**src/rtl/mem_req_arbiter_pkg.sv**
```systemverilog
// Shared definitions for the memory request arbiter.
//   READ_FLAG / WRITE_FLAG : transfer direction encoding on *_rw signals
//   FETCH_SIZE             : byte count used for every instruction fetch
//   arb_state_e            : arbiter FSM state (2-bit)
package mem_req_arbiter_pkg;

    localparam logic       READ_FLAG  = 1'b0;
    localparam logic       WRITE_FLAG = 1'b1;
    localparam logic [2:0] FETCH_SIZE = 3'd4;

    typedef enum logic [1:0] {
        ARB_IDLE    = 2'd0,
        ARB_BUSY_IF = 2'd1,
        ARB_BUSY_LS = 2'd2,
        ARB_DRAIN   = 2'd3
    } arb_state_e;

endpackage

```
**src/rtl/mem_arb_age_ctr.sv**
```systemverilog
// Saturating counter with synchronous clear, used to age a waiting fetch.
// Only built when MEM_ARB_AGING_EN is defined.
// Ports:
//   clk, rst_n : clock, asynchronous active-low reset
//   en         : global ready; low freezes the count
//   clr        : clear to 0 (wins over inc)
//   inc        : count up, saturating at LIMIT
//   at_limit   : count has reached LIMIT
`ifdef MEM_ARB_AGING_EN
module mem_arb_age_ctr #(
    parameter int LIMIT = 4
) (
    input  logic clk,
    input  logic rst_n,
    input  logic en,
    input  logic clr,
    input  logic inc,
    output logic at_limit
);
    localparam int            W   = $clog2(LIMIT + 1);
    localparam logic [W-1:0]  MAX = W'(LIMIT);

    logic [W-1:0] cnt;

    always_ff @(posedge clk or negedge rst_n) begin
        if (!rst_n) begin
            cnt <= '0;
        end else if (en) begin
            if (clr)
                cnt <= '0;
            else if (inc && cnt != MAX)
                cnt <= cnt + 1'b1;
        end
    end

    assign at_limit = (cnt == MAX);
endmodule
`endif

```
**src/rtl/mem_req_arbiter.sv**
```systemverilog
// Shares the byte-serial memory controller between the instruction fetcher
// and the LSU. One downstream transaction at a time; LSU has priority.
// Speculative reads are squashed on drop_in; stores always complete.
// Optional feature: define MEM_ARB_AGING_EN to force a waiting fetch through
// after AGE_LIMIT consecutive LSU grants.
// Ports:
//   clk_in, rst_n_in         : clock, asynchronous active-low reset
//   rdy_in                   : global ready, low freezes all state
//   drop_in                  : pipeline rollback pulse
//   if_en_in/if_pc_in        : fetch request
//   if_ok_out/if_inst_out    : fetch completion pulse and instruction
//   ls_en_in/ls_rw_in/ls_addr_in/ls_size_in/ls_wdata_in : LSU request
//   ls_ok_out/ls_rdata_out   : LSU completion pulse and load data
//   mem_*_out                : downstream request, held until mem_ok_in
//   mem_ok_in/mem_rdata_in   : downstream completion and read data
module mem_req_arbiter
    import mem_req_arbiter_pkg::*;
#(
    parameter int ADDR_W = 32,
    parameter int DATA_W = 32
`ifdef MEM_ARB_AGING_EN
    ,
    parameter int AGE_LIMIT = 4
`endif
) (
    input  logic              clk_in,
    input  logic              rst_n_in,
    input  logic              rdy_in,
    input  logic              drop_in,
    input  logic              if_en_in,
    input  logic [ADDR_W-1:0] if_pc_in,
    output logic              if_ok_out,
    output logic [DATA_W-1:0] if_inst_out,
    input  logic              ls_en_in,
    input  logic              ls_rw_in,
    input  logic [ADDR_W-1:0] ls_addr_in,
    input  logic [2:0]        ls_size_in,
    input  logic [DATA_W-1:0] ls_wdata_in,
    output logic              ls_ok_out,
    output logic [DATA_W-1:0] ls_rdata_out,
    output logic              mem_en_out,
    output logic              mem_rw_out,
    output logic [ADDR_W-1:0] mem_addr_out,
    output logic [2:0]        mem_size_out,
    output logic [DATA_W-1:0] mem_wdata_out,
    input  logic              mem_ok_in,
    input  logic [DATA_W-1:0] mem_rdata_in
);

    arb_state_e state;
    logic       ok_pending;
    logic       grant_ls;
    logic       grant_if;
    logic       fetch_first;
    logic       squash;

    // While an ok pulse is on the wire the requester is still deasserting en,
    // so no grant is made in that cycle.
    assign ok_pending = if_ok_out | ls_ok_out;

    // Only reads are speculative; a store in flight is never squashed.
    assign squash = drop_in &&
                    ((state == ARB_BUSY_IF) ||
                     (state == ARB_BUSY_LS && mem_rw_out == READ_FLAG));

`ifdef MEM_ARB_AGING_EN
    logic age_inc;
    logic age_clr;

    // Count only LSU grants that overtake a waiting fetch.
    assign age_inc = grant_ls & if_en_in;
    assign age_clr = grant_if | drop_in | (grant_ls & ~if_en_in);

    mem_arb_age_ctr #(
        .LIMIT(AGE_LIMIT)
    ) u_age_ctr (
        .clk     (clk_in),
        .rst_n   (rst_n_in),
        .en      (rdy_in),
        .clr     (age_clr),
        .inc     (age_inc),
        .at_limit(fetch_first)
    );
`else
    assign fetch_first = 1'b0;
`endif

    always_comb begin
        // NOTE: both flags get a default before any branch, so no path leaves them unassigned and no latch is inferred.
        grant_ls = 1'b0;
        grant_if = 1'b0;
        if (rdy_in && state == ARB_IDLE && !drop_in && !ok_pending) begin
            if (if_en_in && (fetch_first || !ls_en_in))
                grant_if = 1'b1;
            else if (ls_en_in)
                grant_ls = 1'b1;
        end
    end

    // NOTE: all state here is updated with non-blocking assignments so every register samples pre-edge values.
    always_ff @(posedge clk_in or negedge rst_n_in) begin
        if (!rst_n_in) begin
            state         <= ARB_IDLE;
            if_ok_out     <= 1'b0;
            ls_ok_out     <= 1'b0;
            if_inst_out   <= '0;
            ls_rdata_out  <= '0;
            mem_en_out    <= 1'b0;
            mem_rw_out    <= READ_FLAG;
            mem_addr_out  <= '0;
            mem_size_out  <= '0;
            mem_wdata_out <= '0;
        end else if (rdy_in) begin
            if_ok_out <= 1'b0;
            ls_ok_out <= 1'b0;
            unique case (state)
                ARB_IDLE: begin
                    if (grant_ls) begin
                        state         <= ARB_BUSY_LS;
                        mem_en_out    <= 1'b1;
                        mem_rw_out    <= ls_rw_in;
                        mem_addr_out  <= ls_addr_in;
                        mem_size_out  <= ls_size_in;
                        mem_wdata_out <= ls_wdata_in;
                    end else if (grant_if) begin
                        state         <= ARB_BUSY_IF;
                        mem_en_out    <= 1'b1;
                        mem_rw_out    <= READ_FLAG;
                        mem_addr_out  <= if_pc_in;
                        mem_size_out  <= FETCH_SIZE;
                        mem_wdata_out <= '0;
                    end
                end
                ARB_BUSY_IF, ARB_BUSY_LS: begin
                    if (mem_ok_in) begin
                        state      <= ARB_IDLE;
                        mem_en_out <= 1'b0;
                        if (!squash) begin
                            if (state == ARB_BUSY_IF) begin
                                if_inst_out <= mem_rdata_in;
                                if_ok_out   <= 1'b1;
                            end else begin
                                ls_rdata_out <= mem_rdata_in;
                                ls_ok_out    <= 1'b1;
                            end
                        end
                    end else if (squash) begin
                        state <= ARB_DRAIN;
                    end
                end
                ARB_DRAIN: begin
                    // Downstream cannot be aborted; wait it out and discard the data.
                    if (mem_ok_in) begin
                        state      <= ARB_IDLE;
                        mem_en_out <= 1'b0;
                    end
                end
                default: state <= ARB_IDLE;
            endcase
        end
    end

endmodule

```
**config.mk**
```make
export PLATFORM = sky130hd
export DESIGN_NAME = mem_req_arbiter
export DESIGN_NICKNAME = d
export VERILOG_FILES = /design/src/rtl/mem_req_arbiter_pkg.sv /design/src/rtl/mem_arb_age_ctr.sv /design/src/rtl/mem_req_arbiter.sv
export SDC_FILE = /design/constraint.sdc
export NUM_CORES = 1
export LEC_CHECK = 0
export BUFFER_PORTS_ARGS = -buffer_cell sky130_fd_sc_hd__buf_2
export CORE_ASPECT_RATIO = 1.4
export CORE_MARGIN = 5
export CORE_UTILIZATION = 40
export CTS_BUF_LIST = sky130_fd_sc_hd__clkbuf_8
export DETAILED_ROUTE_END_ITERATION = 7
export HOLD_SLACK_MARGIN = 0.15
export PLACE_DENSITY_LB_ADDON = 0.25
export SYNTH_ARGS = -nofsm -noshare
export SYNTH_HDL_FRONTEND = slang
export SYNTH_SLANG_ARGS = --single-unit
```
**constraint.sdc**
```tcl
create_clock -name clk_in -period 3.9 [get_ports clk_in]
set_input_delay 0.195 -clock clk_in [delete_from_list [all_inputs] [get_ports clk_in]]
set_output_delay 0.195 -clock clk_in [all_outputs]
set_load 0.01 [all_outputs]
```
# Word-level counts from Yosys, hierarchy flattened
# Cells that the tools add are included.
# Widths: inputs -> output; s select.
word_totals:
  register_bits: 137
  output_inout_bits: 135
  wordCells: 71
  inputBits: 139
classes:
  n_eq_ne: 7
  bitwise: 4
  reduce_logical: 19
  muxes: 31
op_table:
  columns: ["cell", "n"]
  rows:
  - ["$mux 32", 4]
  - ["$mux 1", 18]
  - ["$mux 2", 5]
  - ["$reduce_and 5->1", 2]
  - ["$logic_and 1x1->1", 6]
  - ["$mux 3", 2]
  - ["$ne 3x3->1 const B", 2]
  - ["$pmux 2 s3", 1]
  - ["$reduce_and 3->1", 2]
  - ["$eq 2x2->1 const B", 2]
  - ["$reduce_and 4->1", 1]
  - ["$logic_not 1->1", 3]
  - ["$not 1->1", 3]
  - ["$reduce_or 3->1", 1]
  - ["$eq 2x1->1 const B", 1]
  - ["$logic_not 2->1", 1]
  - ["$ne 2x1->1 const B", 1]
  - ["$ne 2x2->1 const B", 1]
  - ["$pmux 1 s2", 1]
  - ["$reduce_bool 2->1", 1]
  - ["$reduce_or 2->1", 1]
  - ["$logic_or 1x1->1", 1]
  - ["$or 1x1->1", 1]

# Logic depth before layout (Yosys ltp)
logic_depth:
  depth_word: 8
  ltp_mapped: 9
  depth_no_buf: 6

# Worst setup path before layout
# Ideal clock, no wire load.
synth_path:
  path_kind: "register -> register"
  from: "register state[0]"
  to: "register ls_rdata_out[10]"
  n_path_buf: 1
  period_less_slack_ns: 1.948
  setup_ns: 0.125
  path_stages_with_launch: 7
  slack_ns: 1.952
  required_time_ns: 3.775
  arrival_time_ns: 1.823
  path_cell_list: "dfrtp_1 inv_1 ha_1 nand3_1 a311oi_4 buf_6 mux2_2"
synth_via:
  elab_chain_cells: 6
  elab_cells_between_ends: 9
  cone_classes: "eq/ne (2); bitwise (2); reduce/logical (5)"
synth_lines:
  columns: ["element", "line", "source"]
  rows:
  - ["from (decl)", "mem_req_arbiter.sv:50", "arb_state_e state;"]
  - ["from (signal assigned)", "mem_req_arbiter.sv:103", "state <= ARB_IDLE;"]
  - ["from (signal assigned)", "mem_req_arbiter.sv:119", "state <= ARB_BUSY_LS;"]
  - ["from (signal assigned)", "mem_req_arbiter.sv:126", "state <= ARB_BUSY_IF;"]
  - ["$eq 2x2->1", "mem_req_arbiter.sv:64, mem_req_arbiter.sv:116", null]
  - ["$logic_and 1x1->1", "mem_req_arbiter.sv:64", "(state == ARB_BUSY_LS && mem_rw_out == READ_FLAG));"]
  - ["$logic_or 1x1->1", "mem_req_arbiter.sv:63", "((state == ARB_BUSY_IF) ||"]
  - ["$logic_and 1x1->1", "mem_req_arbiter.sv:62", "assign squash = drop_in &&"]
  - ["$not 1->1 (no source line)", null, null]
  - ["$reduce_and 5->1 (no source line) *", null, null]
  - ["to (signal assigned)", "mem_req_arbiter.sv:143", "ls_rdata_out <= mem_rdata_in;"]
  - ["to (decl)", "mem_req_arbiter.sv:40", "output logic [DATA_W-1:0] ls_rdata_out,"]
# Every way passes the cells marked *; elsewhere a longest branch is shown, timed or not.
# A chain may end at the register's enable or synchronous reset.

# Worst setup path in the final report
layout_path:
  from: "register state[0]"
  to: "register mem_addr_out[6]"
layout_via:
  elab_chain_cells: 7
  elab_cells_between_ends: 9
  cone_classes: "mux (3); reduce/logical (6)"
layout_lines:
  columns: ["element", "line", "source"]
  rows:
  - ["$logic_not 2->1 *", "mem_req_arbiter.sv:92, mem_req_arbiter.sv:116", null]
  - ["$logic_and 1x1->1 (3 in series)", "mem_req_arbiter.sv:92", "if (rdy_in && state == ARB_IDLE && !drop_in && !ok_pending) begin"]
  - ["$mux 1", "mem_req_arbiter.sv:92", null]
  - ["$reduce_bool 2->1 (no source line)", null, null]
  - ["$reduce_and 3->1 (no source line)", null, null]
  - ["to (signal assigned)", "mem_req_arbiter.sv:122", "mem_addr_out <= ls_addr_in;"]
  - ["to (signal assigned)", "mem_req_arbiter.sv:129", "mem_addr_out <= if_pc_in;"]
  - ["to (decl)", "mem_req_arbiter.sv:43", "output logic [ADDR_W-1:0] mem_addr_out,"]
# Marks and branches as above.

==> results.cfg <==
[synth]
postSynth.asyncResetShare_pct = 100.0
synthesized_instance_count = 436
post_synth.cell_area_avg_um2 = 13.37
netlist_area_um2 = 5828
yosysSeqAreaShare_pct = 58.82
yosys_warnings = 0
dominantRegCellSynth = sky130_fd_sc_hd__dfrtp_1
synth-edff-count = 0
synthesis.nets = 580
distinct_cells_synth = 33
yosys_register_bits = 137

[critical_path]
reg2reg_setup_slack_ps = 920
critPathArrivalTime_ps = 3350
crit-reg2reg-capture = mem_addr_out[6]
depth_of_the_most_critical_reg_to_reg_path = 7
crit_type = register to register
worst-path-max-fanout = 68
cp_data_required_time_ps = 4270
worst_setup_path_start_kind = register
cp-end-kind = register
regToRegStartpoint = state[0]

[timing]
maximum_operating_frequency_mhz = 336.1
worst_hold_slack_ps = 343.1
max_slew.worst_pin.slew_ps = 1364
setup_total_negative_slack_ps = 0
final-hold-violation-count = 0
min_period_over_period_pct = 76.28
timing.slew.headroom_pct = 9.062
timing.final.crit_period_ps = 2975
setup_repair_after_global_routing_missed_its_margin = no
final.setup_skew_ps = 9.754
slew_violations = 0
report.final.setup_viol = 0

[detailed_routing]
detailedRoute.firstPassIterationCount = 7
drt-met1-wl_mm = 7.208
route.vias.total = 5308
met2RoutedLength_mm = 9.422
routed_wirelength_mm = 18.56
routed_wire_length_per_instance_um = 17.95
highest-signal-layer = met4
detail_route.vias_per_cell = 5.133
detailroute.wirelength.met3_mm = 1.582
ant_nets = 0
drc = 0
drt_iter0_markers = 417

[clock_network]
clock_tree.root_cell = sky130_fd_sc_hd__clkbuf_8
worst_skew_pair.late_latency_ps = 430
tritoncts_num_sinks = 137
clk_pin_slew_worst_paths_ps = 90
post_cts_sizing = 0
htreeDepth = 4
max-clock-path-buffers = 2
tritoncts = yes
inserted_clock_buffers = 17

[global_route]
globalRouteTotalUtil_pct = 21.85
grt_max_degree = 115
grt_antenna_before_repair = 0
first_global_vias = 5825
overflow = 0
grt_pass1_wl_mm = 30.75

[final_layout]
antenna-diode-count = 0
drive_gt1_share_pct = 44.26
finish.net_count = 976
post-route-util_pct = 61.93
area_used_by_multi_input_combinational_logic_um2 = 2130
fin_cells = 1034
syn2layout_area_growth_pct = 52.79
area.sequential_um2 = 3428
fill_cells = 1154

[power]
power-per-cell-area_nw_per_um2 = 670.5
peakVddDrop_v = 0.0003998
fin_total_pwr_mw = 5.971
leakage_nw = 4.239

[die]
initial_standard_cell_utilization_of_the_core_pct = 40.53
core_um2 = 14380
ioPinCount = 274
floorplan.die.width_um = 112.0
std_cell_rows = 52
die_area_um2 = 17120
die-height_um = 152.8

[min_path]
holdPathStages = 5
hold_path.class = primary input to register
worstHoldEndpoint = mem_size_out[2]
min-delay-start = drop_in

[outcome]
result_of_the_run = completed

[placement]
dpl.hpwl_mm = 11.56
place.port_buffers = 273
place_congestion = 0.8823
dp.cells = 867

[flow_run]
max_cap_violations = 0
[power by group]
part           internal, mW  switching, mW
sequential             2.04          0.370
combinational          1.36           1.17
clock                 0.439          0.593
[per-layer routing]
layer  track usage [%]  vias up
met5                 0        -
met4             6.987        0
met3             7.081       29
met2             37.28      251
met1             26.19     2617
li1                  -     2411
[registers in the layout, indices dropped and copies added (netlist names)]
register	count
if_inst_out	32
ls_rdata_out	32
mem_addr_out	32
mem_wdata_out	32
mem_size_out	3
state	2
if_ok_out	1
ls_ok_out	1
mem_en_out	1
mem_rw_out	1
[Yosys cell counts, drive strengths merged, types with 3 or more instances]
cell type	count	area, um2
dfrtp	137	3428
mux2	64	720.7
a22o	36	315.3
nor2b	33	206.5
o21ai	33	165.2
a22oi	32	240.2
a31oi	32	200.2
buf	26	225.2
clkbuf	8	30.03
inv	6	22.52
ha	5	62.56
nand2	4	31.28
a21oi	3	15.01
and2	3	21.27
[cell families (layout without fill, tap and decap cells)]
group,Yosys count,after routing,share of synthesized area (%)
adder cells (fa/ha/maj),5,5,1.073
AND/OR/NAND/NOR,47,47,5.560
flip-flops,137,137,58.82
AO/OA/AOI/OAI,141,141,17.07
multiplexers,66,66,12.71
buffers and inverters,40,449,4.766
[cell type report]
type,count,share of cell area (%)
inverter,6,0.2529
clock inverter,15,1.208
multi-input combinational,259,23.91
tap,189,2.656
timing repair buffer,411,30.84
sequential,137,38.50
clock buffer,17,2.628
[how the worst max path moves through the flow]
stage / to / startpoint / slack [ps] / cells past startpoint
floorplan: ls_rdata_out[10] / state[0] / 1950 / 6
global placement: state[1] / ls_en_in / 1560 / 5
detailed placement: mem_addr_out[6] / ls_en_in / 1510 / 5
CTS: mem_addr_out[6] / state[0] / 980 / 7
global route: mem_addr_out[1] / state[0] / 720 / 7
finish: mem_addr_out[6] / state[0] / 920 / 7
[critical path, stage by stage, from the launching register on]
cell                            delay, ps
sky130_fd_sc_hd__dfrtp_1              420
sky130_fd_sc_hd__inv_1                140
sky130_fd_sc_hd__ha_1                 220
sky130_fd_sc_hd__and2_1               150
sky130_fd_sc_hd__and2_2              1060
sky130_fd_sc_hd__a22oi_1              170
sky130_fd_sc_hd__o21ai_1              180
sky130_fd_sc_hd__dlygate4sd3_1        560
[timing repair]
action,4_1_cts,5_1_grt
hold buffers,135,0
endpoints found under the hold margin,248,0
buffers inserted,0,0
[cell usage in the layout, fill, tap and decap left out, types with 2 or more instances in the layout]
cell type	instances
sky130_fd_sc_hd__a22o_1	36
sky130_fd_sc_hd__mux2_2	62
sky130_fd_sc_hd__o21ai_0	18
sky130_fd_sc_hd__nand2_1	3
sky130_fd_sc_hd__a31oi_1	32
sky130_fd_sc_hd__dlygate4sd3_1	135
sky130_fd_sc_hd__clkinv_4	2
sky130_fd_sc_hd__clkbuf_8	17
sky130_fd_sc_hd__mux2_1	2
sky130_fd_sc_hd__inv_6	3
sky130_fd_sc_hd__buf_4	3
sky130_fd_sc_hd__dfrtp_1	137
sky130_fd_sc_hd__clkinvlp_4	7
sky130_fd_sc_hd__a22oi_1	32
sky130_fd_sc_hd__inv_1	9
sky130_fd_sc_hd__a21oi_1	3
sky130_fd_sc_hd__ha_1	5
sky130_fd_sc_hd__o21ai_1	15
sky130_fd_sc_hd__nor2b_1	33
sky130_fd_sc_hd__mux2i_1	2
sky130_fd_sc_hd__a21o_1	2
sky130_fd_sc_hd__buf_2	272
[metrics by stage]
step / area, um2 / setup WS (ps)
finish: 8905 / 924.9
global route: 8905 / 724.8
CTS: 8905 / 978.5
detailed placement: 7212 / 1507
global placement: 7212 / 1561
floorplan: 5828 / 1952
(Power assumes the default switching activity.)
